File: src/rtl/prog_mod_cntr.sv
// Programmable-modulus up/down counter with IDLE/RUN/DONE control FSM.
// Supports one-shot or free-running passes, synchronous load and run-time modulus writes.
module prog_mod_cntr #(
    parameter int unsigned W       = 4,
    parameter int unsigned MOD_DEF = 10
) (
    input  logic         clk_i,
    input  logic         rst_i,
    input  logic         en_i,
    input  logic         up_i,
    input  logic         start_i,
    input  logic         stop_i,
    input  logic         oneshot_i,
    input  logic         load_i,
    input  logic [W-1:0] load_val_i,
    input  logic         mod_wr_i,
    input  logic [W-1:0] mod_val_i,
    output logic [W-1:0] cnt_o,
    output logic         tc_o,
    output logic         wrap_o,
    output logic         busy_o,
    output logic         done_o,
    output logic         mod_err_o
);

    localparam logic [W-1:0] ModDef = W'(MOD_DEF);
    localparam logic [W-1:0] ModMin = W'(2);
    localparam logic [W-1:0] One    = W'(1);

    typedef enum logic [1:0] {StIdle, StRun, StDone} state_e;

    state_e       state_q;
    logic [W-1:0] cnt_q;
    logic [W-1:0] mod_q;
    logic         oneshot_q;
    logic         wrap_q;
    logic         mod_err_q;

    logic         mod_ok;
    logic         mod_bad;
    logic [W-1:0] eff_mod;
    logic         load_bad;
    logic [W-1:0] mod_last;
    logic [W-1:0] term;
    logic         at_term;
    logic         step;
    logic         wrap_now;

    always_comb begin
        mod_ok   = mod_wr_i && (mod_val_i >= ModMin);
        mod_bad  = mod_wr_i && (mod_val_i < ModMin);
        eff_mod  = mod_ok ? mod_val_i : mod_q;
        load_bad = load_i && (load_val_i >= eff_mod);
        mod_last = mod_q - One;
        term     = up_i ? mod_last : '0;
        at_term  = (cnt_q == term);
        // An accepted modulus write owns cnt this cycle, so no step happens alongside it.
        step     = (state_q == StRun) && en_i && !load_i && !mod_ok;
        wrap_now = step && at_term;
    end

    always_ff @(posedge clk_i or posedge rst_i) begin
        if (rst_i) begin
            state_q   <= StIdle;
            cnt_q     <= '0;
            mod_q     <= ModDef;
            oneshot_q <= 1'b0;
            wrap_q    <= 1'b0;
            mod_err_q <= 1'b0;
        end else begin
            wrap_q    <= wrap_now;
            mod_err_q <= mod_bad || load_bad;

            if (mod_ok) begin
                mod_q <= mod_val_i;
            end

            if (load_i) begin
                cnt_q <= load_bad ? '0 : load_val_i;
            end else if (mod_ok) begin
                if (cnt_q >= mod_val_i) begin
                    cnt_q <= '0;
                end
            end else if (step) begin
                if (at_term) begin
                    cnt_q <= up_i ? '0 : mod_last;
                end else begin
                    cnt_q <= up_i ? (cnt_q + One) : (cnt_q - One);
                end
            end

            unique case (state_q)
                StIdle: begin
                    if (start_i) begin
                        state_q   <= StRun;
                        oneshot_q <= oneshot_i;
                    end
                end
                StRun: begin
                    if (stop_i) begin
                        state_q <= StIdle;
                    end else if (wrap_now && oneshot_q) begin
                        state_q <= StDone;
                    end
                end
                StDone: state_q <= StIdle;
                default: state_q <= StIdle;
            endcase
        end
    end

    assign cnt_o     = cnt_q;
    assign tc_o      = (state_q == StRun) && at_term;
    assign wrap_o    = wrap_q;
    assign busy_o    = (state_q == StRun);
    assign done_o    = (state_q == StDone);
    assign mod_err_o = mod_err_q;

endmodule

File: config.mk
export PLATFORM = sky130hd
export DESIGN_NAME = prog_mod_cntr
export DESIGN_NICKNAME = d
export VERILOG_FILES = /design/src/rtl/prog_mod_cntr.sv
export SDC_FILE = /design/constraint.sdc
export NUM_CORES = 1
export LEC_CHECK = 0
export BUFFER_PORTS_ARGS = -buffer_cell sky130_fd_sc_hd__buf_2
export CAP_MARGIN = 20
export CORE_MARGIN = 10
export CORE_UTILIZATION = 47
export DETAILED_ROUTE_END_ITERATION = 12
export PLACE_DENSITY_LB_ADDON = 0.05
export SLEW_MARGIN = 20
export SYNTH_ARGS = -nofsm -noshare
export SYNTH_HDL_FRONTEND = slang
export SYNTH_SLANG_ARGS = --single-unit
File: constraint.sdc
create_clock -name clk_i -period 2.3 [get_ports clk_i]
set_clock_uncertainty 0.15 [all_clocks]
set_input_delay 0.345 -clock clk_i [delete_from_list [all_inputs] [get_ports clk_i]]
set_output_delay 0.345 -clock clk_i [all_outputs]
set_load 0.03 [all_outputs]
* Yosys cells after proc, flatten, opt, wreduce, memory -nomap -nowiden
Cells that the tools add are included.
** Storage, ports and cells
- Flip-flop bits (word level) :: 13
- Input bits :: 17
** Operators by class
- Order comparisons :: 4
- $add $sub $neg :: 3
- Reduce and logical (&&, ||, !) cells :: 17
- Equal/unequal tests :: 6
- Mux-type cells :: 14
** Operator list (count)
- $mux W4 :: 10
- $logic_and A1 B1 Y1 :: 9
- $ge A4 B4 Y1 :: 2
- $sub A4 B1 Y4 const B :: 2
- $mux W2 :: 3
- $ne A3 B2 Y1 const B :: 2
- $reduce_and A2 Y1 :: 3
- $add A4 B1 Y4 const B :: 1
- $eq A4 B4 Y1 :: 1
- $ge A4 B2 Y1 const B :: 1
- $lt A4 B2 Y1 const B :: 1
- $pmux W2 S2 :: 1
- $reduce_bool A3 Y1 :: 1
- $eq A2 B1 Y1 const B :: 1
- $eq A2 B2 Y1 const B :: 1
- $logic_not A1 Y1 :: 2
- $logic_not A2 Y1 :: 1
- $ne A2 B2 Y1 const B :: 1
- $logic_or A1 B1 Y1 :: 1

* Logic depth before layout (Yosys ltp)
Gate-level depths: netlist of run 1.
- Depth after elaboration :: 9
- Depth in mapped cells :: 10
- Depth with buffers taken out :: 10

* Worst setup path after synthesis of run 1
Ideal clock, no wire load.
- Path kind :: register -> output
- From :: register mod_q[1]
- To :: output port tc_o
- Setup slack :: -170 ps
- Cell stages (with the launch flop) :: 8
- Path buffers :: 0
- Arrival :: 1975 ps
- Path through :: dfstp_2 inv_1 ha_1 and4bb_2 a31oi_1 o32ai_2 nand3_2 nor2_1
** Between the ends
- Cells in the longest elaborated chain, start to end :: 4
** RTL lines
- from (decl) :: line 34 : logic [W-1:0] mod_q;
- from (signal assigned) :: line 66 : mod_q <= ModDef;
- from (signal assigned) :: line 75 : mod_q <= mod_val_i;
- $sub A4 B1 Y4 :: line 54 : mod_last = mod_q - One;
- $mux W4 :: line 55 : term = up_i ? mod_last : '0;
- $eq A4 B4 Y1 :: line 56 : at_term = (cnt_q == term);
- $logic_and A1 B1 Y1 :: line 113 : assign tc_o = (state_q == StRun) && at_term;
- to (decl) :: line 19 : output logic tc_o,
Every way passes these cells.

* Final worst setup path of run 1
Same ends and word-level chain as after synthesis.

==> results of run 1 <==
## worst max-delay path by stage
| stage | depth (start not counted) | endpoint |
|---|---|---|
| after floorplan | 9 | cnt_o[3] |
| after global routing | 8 | tc_o |
| after detailed placement | 10 | cnt_o[3] |
| final | 8 | tc_o |
| after global placement | 10 | cnt_o[3] |
| after CTS | 8 | tc_o |
## cell type report
cell class / instances / area, um^2 / area share, %
sequential: 13 / 328 / 21.4
multi-input combinational: 89 / 767 / 50.1
tap: 28 / 35.0 / 2.29
inverter: 15 / 56.3 / 3.68
timing repair buffer: 47 / 319 / 20.8
clock buffer: 4 / 26.3 / 1.72
## metal layers
metal / vias to the layer above / wire, um / GRT usage [%]
met4: 0 / 57 / 5.28
li1: 520 / - / -
met2: 39 / 1520 / 21.7
met3: 5 / 221 / 2.77
met5: - / 0 / 0
met1: 505 / 1330 / 16.1
## report_power, final
| group | internal (uW) | switching [uW] | total (uW) |
|---|---|---|---|
| sequential | 262 | 39.0 | 301 |
| combinational | 257 | 275 | 532 |
| clock | 67.7 | 88.9 | 157 |
| total | 587 | 403 | 990 |
## cells in the final DEF (no fill, tap or decap), drive strengths merged, types with 2 or more instances in the layout
master,instances
a211oi,2
a21oi,4
a22oi,3
and2,2
and2b,2
buf,46
clkbuf,4
dfrtp,11
dfstp,2
ha,11
inv,15
mux2,2
nand2,10
nand2b,4
nand3,8
nor2,4
nor3,3
nor4,2
o211ai,3
o21ai,5
xnor2,3
xor2,3
## stage by stage
stage | utilization, % | std cells | TNS [ps] | power [uW] | hold slack (ps)
floorplan | - | 118 | -113 | 589 | 70.5
global placement | 61.6 | 186 | -849 | 747 | 247
detailed placement | 61.6 | 186 | -885 | 755 | 251
CTS | 64.6 | 192 | -160 | 931 | 64.4
global route | 69.2 | 196 | -666 | 1050 | 69.6
finish | 69.2 | 196 | -348 | 990 | 60.6
## registers in the layout, indices dropped and copies added (netlist names)
name	flops
cnt_o	4
mod_err_o	1
mod_q	4
oneshot_q	1
state_q	2
wrap_o	1
## cells by family after synthesis
kind of cell,Yosys count,synth area share (%)
DFF,13,30.3
muxes,2,2.08
buffers and inverters,16,5.67
xor gates and xnor gates,7,6.95
and+or+nand+nor,41,20.8
adders and majority gates,12,14.6
AOI/OAI and AO/OA,27,19.6
## what timing repair did
action,4_1_cts,5_1_grt
hold buffers,1,0
resized for setup,5,13
endpoints found under the hold margin,11,0
setup endpoints to repair,4,3
setup buffers,1,4
pin swaps,3,7
## worst register-to-register path, cell delays in order, from the launching register on
cell      delay [ps]
dfstp_2          550
inv_2             40
ha_4             230
and4bb_2         300
a31oi_2           40
o32ai_2          170
nand3_2          150
buf_4            150
or3_4            330
o211ai_1         190
==> results.toml, run 1 <==
[worst_hold_path]
hold_path.class = "in2reg"
hold_start = "stop_i"
hold_path_end = "state_q[1]"
whs_path_depth = 2

[synthesis]
synth_area_um2 = 1080
synthFlopType = "dfrtp_1"
mappedNetlistNets = 147
ys_seq_area_share_pct = 30.3
syn_area_per_cell_um2 = 9.16
synth.top_cell.area_share_pct = 25.5
ys_warn_count = 0
post-synth-top-count-cell = "inv_1"
synthCells = 118
synth_edf_count = 0
synthTopCellsByArea = "dfrtp_1 (25%), ha_1 (13%), inv_1 (5.2%)"
synthTopCellsByCount = "inv_1 (15), dfrtp_1 (11), ha_1 (11)"
ys_ff_latch = 13
ys_types = 40
yosysTopAreaCell = "dfrtp_1"
ys_async_sr_fraction_pct = 100

[run_status]
violations = "setup timing"
status = "finished with violations"

[finish]
final.fill_count = 188
drive_gt1_share_pct = 41.1
area_growth_pct = 41.7
num-nets-final = 198
diodes = 0
fin_area_um2 = 1530

[worst_setup_path]
timing_worst_setup_path_type = "reg2out"
slowest_stage = "dfstp_2"
cp_top_family = "simple AND/OR/NAND/NOR gates"
worstPathArrival_ps = 2030
r2r-start = "mod_q[1]"
crit_path_end_kind = "output port"
max_stage_delay_ps = 550
required_ps = 1800
r2r_setup_slack_ps = -80
worst_setup_path_start_kind = "register"
crit_start = "mod_q[1]"
reg2regPathDepth = 9
r2r-end = "cnt_o[0]"
worstPathCellList = "inv_2 -> ha_4 -> and4bb_2 -> a31oi_2 -> o32ai_2 -> nand3_2 -> nor2_2 -> buf_6"
path_buf_inv = 2
path_max_fanout = 4

[drt]
first_iter_violations = 85
vias = 1069
vias_per_cell = 5.45
dr.pass1.iters = 4
postRouteAntennaNets = 0
drcViolationCount = 0
wl_mm = 3.13
wl_per_cell_um = 16.0

[floorplan]
die_area_um2 = 4620
io_pins = 26
rows = 17
die_y_um = 68.0
die_w_um = 68.0
start_util_pct = 48.9
core_um2 = 2210

[run]
max-cap-violations = 0

[sta]
hold_violations = 0
min_period_ps = 2520
rsz0062_at_grt = "true"
slew_headroom_pct = 65.9
fmax_mhz = 397
timing.final.crit_share_pct = 110
slew_viol_final = 0
tightest_slew_ps = 511
setup_ws_ps = -221
setup_viol = 3

[clock_network]
clockBufferDepth = 2
root_buffer = "clkbuf_4"
cts_tree = "built"
cts_made_buffers = 3
cts_sinks = 13
clk_pin_slew_ps = 90
htreeDepth = 1
clock_latency_ps = 290

[place]
hpwlAfterDp_mm = 2.36
io_buffer_count = 25
post-place-ws_ps = -235
place.gp.congestion = 0.816
placed_cell_area_um2 = 1360

[grt]
grt_pass1_wl_mm = 4.72
grt_overflow = 0
antenna_found_initial = 0
grt_pass1_vias = 1059
grtUsageTotal_pct = 13.1
grt_start_max_net_pins = 14

[power_and_ir_drop]
max-vdd-ir-drop_v = 0.000350
leakagePower_uw = 0.000779
powerDensity_nw_per_um2 = 647
No activity file was read; power rests on OpenSTA's default activity.
==> run 2: changes to the inputs <==
ABC_AREA = 1   (was unset)
CORE_UTILIZATION = 48   (was 47)
==> run 2 against run 1 <==
Compared with the run above:
- the flow still finishes with violations (setup timing)
- core utilization down 9.9 points
- critical path depth rose by 4
- design area fell by 5.8%
- register-to-register slack better by 210 ps
==> results.toml, run 2 <==
[worst_setup_path]
timing_worst_setup_path_type = "reg2out"
path_max_fanout = 3
required_ps = 1800
r2r_setup_slack_ps = 130
max_stage_delay_ps = 540
slowest_stage = "dfstp_2"
worst_setup_path_start_kind = "register"
crit_path_end_kind = "output port"
worstPathCellList = "inv_2 -> ha_4 -> inv_4 -> nand2_2 -> nand2_1 -> nand2_1 -> clkinv_2 -> nand2_4 -> nor2_8 -> nand3_4 -> nor2_4 -> buf_6"
crit_top_cell = "nand2_1"
worstPathArrival_ps = 1820

[floorplan]
die_y_um = 69.9
rows = 18
io_pins = 26
start_util_pct = 49.2
die_w_um = 69.9
die_area_um2 = 4890
core_um2 = 2430

[clock_network]
clk_pin_slew_ps = 80
cts_tree = "built"
cts_sinks = 13
clock_latency_ps = 270
clockBufferDepth = 2
htreeDepth = 1
cts_made_buffers = 3
root_buffer = "clkbuf_4"

[synthesis]
syn_area_per_cell_um2 = 7.43
yosysTopAreaCell = "dfrtp_1"
mappedNetlistNets = 190
synthTopCellsByCount = "nand2_1 (27), inv_1 (25), nand3_1 (17)"
synth.top_cell.area_share_pct = 23.0
ys_ff_latch = 13
synth_area_um2 = 1200
ys_seq_area_share_pct = 27.4
post-synth-top-count-cell = "nand2_1"
synthTopCellsByArea = "dfrtp_1 (23%), ha_1 (12%), nand2_1 (8.5%)"
synth_edf_count = 0
synthCells = 161
ys_async_sr_fraction_pct = 100
ys_types = 29
synthFlopType = "dfrtp_1"
ys_warn_count = 0

[place]
place.gp.congestion = 0.828
placed_cells = 216
placed_cell_area_um2 = 1360
post-place-ws_ps = -113
hpwlAfterDp_mm = 2.34
io_buffer_count = 25

[sta]
slew_headroom_pct = 65.3
tightest_slew_ps = 520
timing.final.crit_share_pct = 101
setup_ws_ps = -13.0
setup_viol = 1
fmax_mhz = 432
slew_viol_final = 0
rsz0062_at_grt = "true"
hold_violations = 0
min_period_ps = 2310

[finish]
fin_area_um2 = 1440
final_util_pct = 59.3
mostFrequentLayoutCell = "nand2_1"
final.fill_count = 243
drive_gt1_share_pct = 32.0
seqCellArea_um2 = 328
multi_input_area_um2 = 753
diodes = 0
num-nets-final = 224
area_growth_pct = 20.6
final_cell_mix = "nand2_1 (27), inv_1 (24), buf_2 (24)"
final_cell_count_no_fill = 224

[power_and_ir_drop]
swShare_pct = 48.8
p_clk_share_pct = 10.9
leakagePower_uw = 0.000781
pwr-share-comb_pct = 60.2
max-vdd-ir-drop_v = 0.000497
powerDensity_nw_per_um2 = 878
power_switching_uw = 617
p_int_uw = 649
p_seq_share_pct = 28.9

[drt]
first_iter_violations = 60
dr.pass1.iters = 4
wl_mm = 2.85
vias_per_cell = 5.05
vias = 1131
postRouteAntennaNets = 0
wl_per_cell_um = 12.7
drcViolationCount = 0

[run]
max-cap-violations = 0

[run_status]
status = "finished with violations"
violations = "setup timing"

[grt]
grt_overflow = 0
antenna_found_initial = 0
grt_start_max_net_pins = 14
grtUsageTotal_pct = 12.0
grt_pass1_wl_mm = 5.00
grt_pass1_vias = 1151

[worst_hold_path]
hold_path.class = "in2reg"
## run 2: cell types whose count changed after synthesis, sizes merged, moves of 3 or more
cell,change
o211ai,-3
nor2,+14
nand2,+26
a21oi,+4
a22oi,-3
inv,+16
nand2b,-4
nand3,+11
nand4,+7
xor2,-3
## run 2: worst max-delay path, delay by kind of cell (launching register included)
kind / cells / cell delay [ps]
adder cells (fa/ha/maj): 1 / 220
flip-flops: 1 / 540
AND/OR/NAND/NOR: 7 / 490
buffers and inverters: 4 / 300
## run 2: cells by family after synthesis
| group | count (synthesis) | share of synthesized area, % |
|---|---|---|
| DFF | 13 | 27.4 |
| buffers and inverters | 33 | 11.3 |
| muxes | 1 | 0.941 |
| and+or+nand+nor | 82 | 36.2 |
| adders and majority gates | 12 | 13.2 |
| AOI/OAI and AO/OA | 17 | 8.79 |
| xor gates and xnor gates | 3 | 2.20 |
## run 2: timing repair
item,CTS,global route
cloned,0,0
hold buffers,1,0
setup buffers,2,1
endpoints found under the hold margin,11,0
pin swaps,4,4
setup endpoints to repair,1,5
resized for setup,4,4
## run 2: area by class of cell
| type | count | area share (%) |
|---|---|---|
| Clock buffer | 4 | 1.82 |
| Inverter | 32 | 8.76 |
| Multi-Input combinational cell | 115 | 52.2 |
| Sequential cell | 13 | 22.7 |
| Tap cell | 30 | 2.60 |
| Timing Repair Buffer | 30 | 11.9 |
## run 2: power by group through the flow
stage               clock [uW]  sequential [uW]  combinational [uW]
floorplan                    0              416                 496
global placement             0              371                 703
detailed placement           0              373                 712
CTS                        146              368                 747
global route               156              380                 850
finish                     137              367                 762
## run 2: stage by stage
stage          hold WS [ps]  TNS (ps)  total power (uW)
2_1_floorplan          70.5         0               913
3_3_place_gp            252      -430              1070
3_5_place_dp            256      -344              1090
4_1_cts                 146     -63.1              1260
5_1_grt                 143      -212              1390
6_report                154     -13.0              1270
## run 2: path summary, 6_finish.rpt
path | from | endpoint | cells past startpoint
worst max-delay path | mod_q[1] | tc_o | 12
worst min-delay path | oneshot_i | oneshot_q | 2
worst max register to register | mod_q[1] | cnt_o[0] | 11
worst min register to register | oneshot_q | oneshot_q | 1
max in group asynchronous | rst_i | mod_q[3] | 3
min in group asynchronous | rst_i | mod_err_o | 3
## run 2: per-layer routing
| layer | part of all wire, % | GRT usage (%) | vias to the layer above |
|---|---|---|---|
| met5 | 0 | 0 | - |
| met4 | 1.3 | 4.17 | 0 |
| met3 | 4.0 | 2.82 | 4 |
| met2 | 49 | 20.4 | 22 |
| met1 | 46 | 14.2 | 518 |
| li1 | - | - | 587 |
==> run 3: changes to the inputs <==
==> constraint.sdc (replaced) <==
create_clock -name clk_i -period 2.3 [get_ports clk_i]
set_clock_uncertainty 0.15 [all_clocks]
set_input_delay 0.46 -clock clk_i [delete_from_list [all_inputs] [get_ports clk_i]]
set_output_delay 0.46 -clock clk_i [all_outputs]
set_load 0.03 [all_outputs]
==> run 3 against run 2 <==
Compared with the run above:
- sequential power hardly changed
- maximum frequency is 5.2% lower
- critical endpoint unchanged
- design area is 6.7% higher
- worst hold slack worse by 100 ps
- the run still ends with setup timing left
- total power is 2.2% higher
- largest cell class unchanged
- critical path depth stayed put
==> results.toml, run 3 (same netlist as run 2, synthesis figures left out) <==
[run_status]
status = "finished with violations"
violations = "setup timing"

[finish]
final_cell_mix = "nand2_1 (27), buf_2 (24), inv_1 (23)"
mostFrequentLayoutCell = "nand2_1"
num-nets-final = 232
final_util_pct = 63.3
fin_area_um2 = 1540
area_growth_pct = 28.7
diodes = 0
drive_gt1_share_pct = 38.1

[place]
placed_cell_area_um2 = 1420
io_buffer_count = 25
hpwlAfterDp_mm = 2.43
post-place-ws_ps = -165
place.gp.congestion = 0.813

[grt]
grt_pass1_wl_mm = 5.06
grt_pass1_vias = 1090
busiest_layer = "met2"
antenna_found_initial = 0
met3_usage_pct = 1.98
grt_util_met1_pct = 16.1
grt_overflow = 0
grtUsageMet2_pct = 19.4
grt_start_max_net_pins = 14
grtUsageTotal_pct = 12.2

[worst_setup_path]
worstPathArrival_ps = 1830
worst_setup_path_start_kind = "register"
slowest_stage = "dfstp_2"
r2r-end = "cnt_o[0]"
crit_path_end_kind = "output port"
cp_num_cells = 12
cp_top_family = "flip-flops"
endpoint = "tc_o"
path_buf_inv = 4
r2r-start = "mod_q[1]"
timing_worst_setup_path_type = "reg2out"
max_stage_delay_ps = 540
required_ps = 1690
crit_start = "mod_q[1]"
reg2regPathDepth = 13
crit_top_cell = "nand2_1"
worstPathCellList = "inv_2 -> ha_4 -> inv_4 -> nand2_2 -> nand2_1 -> nand2_1 -> clkinv_2 -> nand2_4 -> nor2_8 -> nand3_4 -> nor2_4 -> buf_6"
r2r_setup_slack_ps = 110
path_max_fanout = 3

[sta]
slew_headroom_pct = 66.1
fin_hold_ws_ps = 49.5
rsz0062_at_grt = "true"
tightest_slew_ps = 508
hold_violations = 0
setup_ws_ps = -140
slew_viol_final = 0
fmax_mhz = 410
timing.final.crit_share_pct = 106
setup_viol = 1
min_period_ps = 2440

[floorplan]
rows = 18
die_area_um2 = 4890
die_y_um = 69.9
core_um2 = 2430
io_pins = 26
die_w_um = 69.9
start_util_pct = 49.2

[clock_network]
root_buffer = "clkbuf_4"
clk_pin_slew_ps = 80
cts_sinks = 13
cts_made_buffers = 3
cts_tree = "built"
clockBufferDepth = 2
htreeDepth = 1
clock_latency_ps = 270

[drt]
drcViolationCount = 0
first_iter_violations = 100
wl_mm = 2.91
dr.pass1.iters = 4
vias_per_cell = 4.97
vias = 1153
postRouteAntennaNets = 0
wl_per_cell_um = 12.5

[power_and_ir_drop]
max-vdd-ir-drop_v = 0.000524
leakagePower_uw = 0.000828
p_total_uw = 1290
powerDensity_nw_per_um2 = 841

[worst_hold_path]
hold_path.class = "in2async"

[run]
max-cap-violations = 0
==> run 3: cell types whose count changed in the layout (fill, tap and decap cells not counted), sizes merged <==
| cell | change |
|---|---|
| dlygate4sd3 | -1 |
| buf | +9 |
==> run 3: worst min path at each step <==
stage,end,cells past startpoint,from
after floorplan,cnt_o[0],1,rst_i
after global placement,oneshot_q,2,rst_i
after detailed placement,oneshot_q,2,rst_i
after CTS,oneshot_q,2,rst_i
after global routing,oneshot_q,2,rst_i
final,mod_q[0],2,rst_i
==> run 3: layout make-up <==
type / instances / area [um^2]
Tap cell: 30 / 37.5
Timing Repair Buffer: 38 / 229
Multi-Input combinational cell: 115 / 790
Fill cell: 221 / 893
Clock buffer: 4 / 26.3
Inverter: 32 / 129
Sequential cell: 13 / 328
==> run 3: per-stage QoR <==
stage               cells  TNS, ps
global placement      224    -72.3
global route          232     -239
floorplan             161        0
CTS                   231     -185
detailed placement    224     -426
finish                232     -140
==> run 3: what timing repair did <==
| item | in CTS | in global routing |
|---|---|---|
| endpoints found under the hold margin | 0 | 0 |
| endpoints found under the setup margin | 1 | 6 |
| gates cloned | 0 | 0 |
| hold buffers | 0 | 0 |
| buffers inserted | 3 | 1 |
| pin swaps | 4 | 9 |
| gates resized for setup | 6 | 9 |
==> run 3: layer usage <==
layer	share of wire [%]	vias to the layer above
li1	-	604
met4	1.6	0
met3	2.8	6
met5	0	-
met1	46	525
met2	49	18
==> run 3: worst reg2reg max path: stages, from the launching register on <==
cell,delay (ps)
dfstp_2,540
inv_2,50
buf_4,120
buf_4,130
o21ai_4,140
inv_2,60
ha_4,260
inv_1,30
o21bai_1,110
nand3_1,100
nand3_2,120
nor3_2,50
nor2_1,130
a21oi_1,80
==> run 3: power by group <==
part	internal (uW)	switching, uW	total (uW)	leakage [uW]
clock network	67.2	70.5	138	0.0000150
registers	280	87.5	368	0.000157
logic	324	464	788	0.000656
total	671	622	1290	0.000828
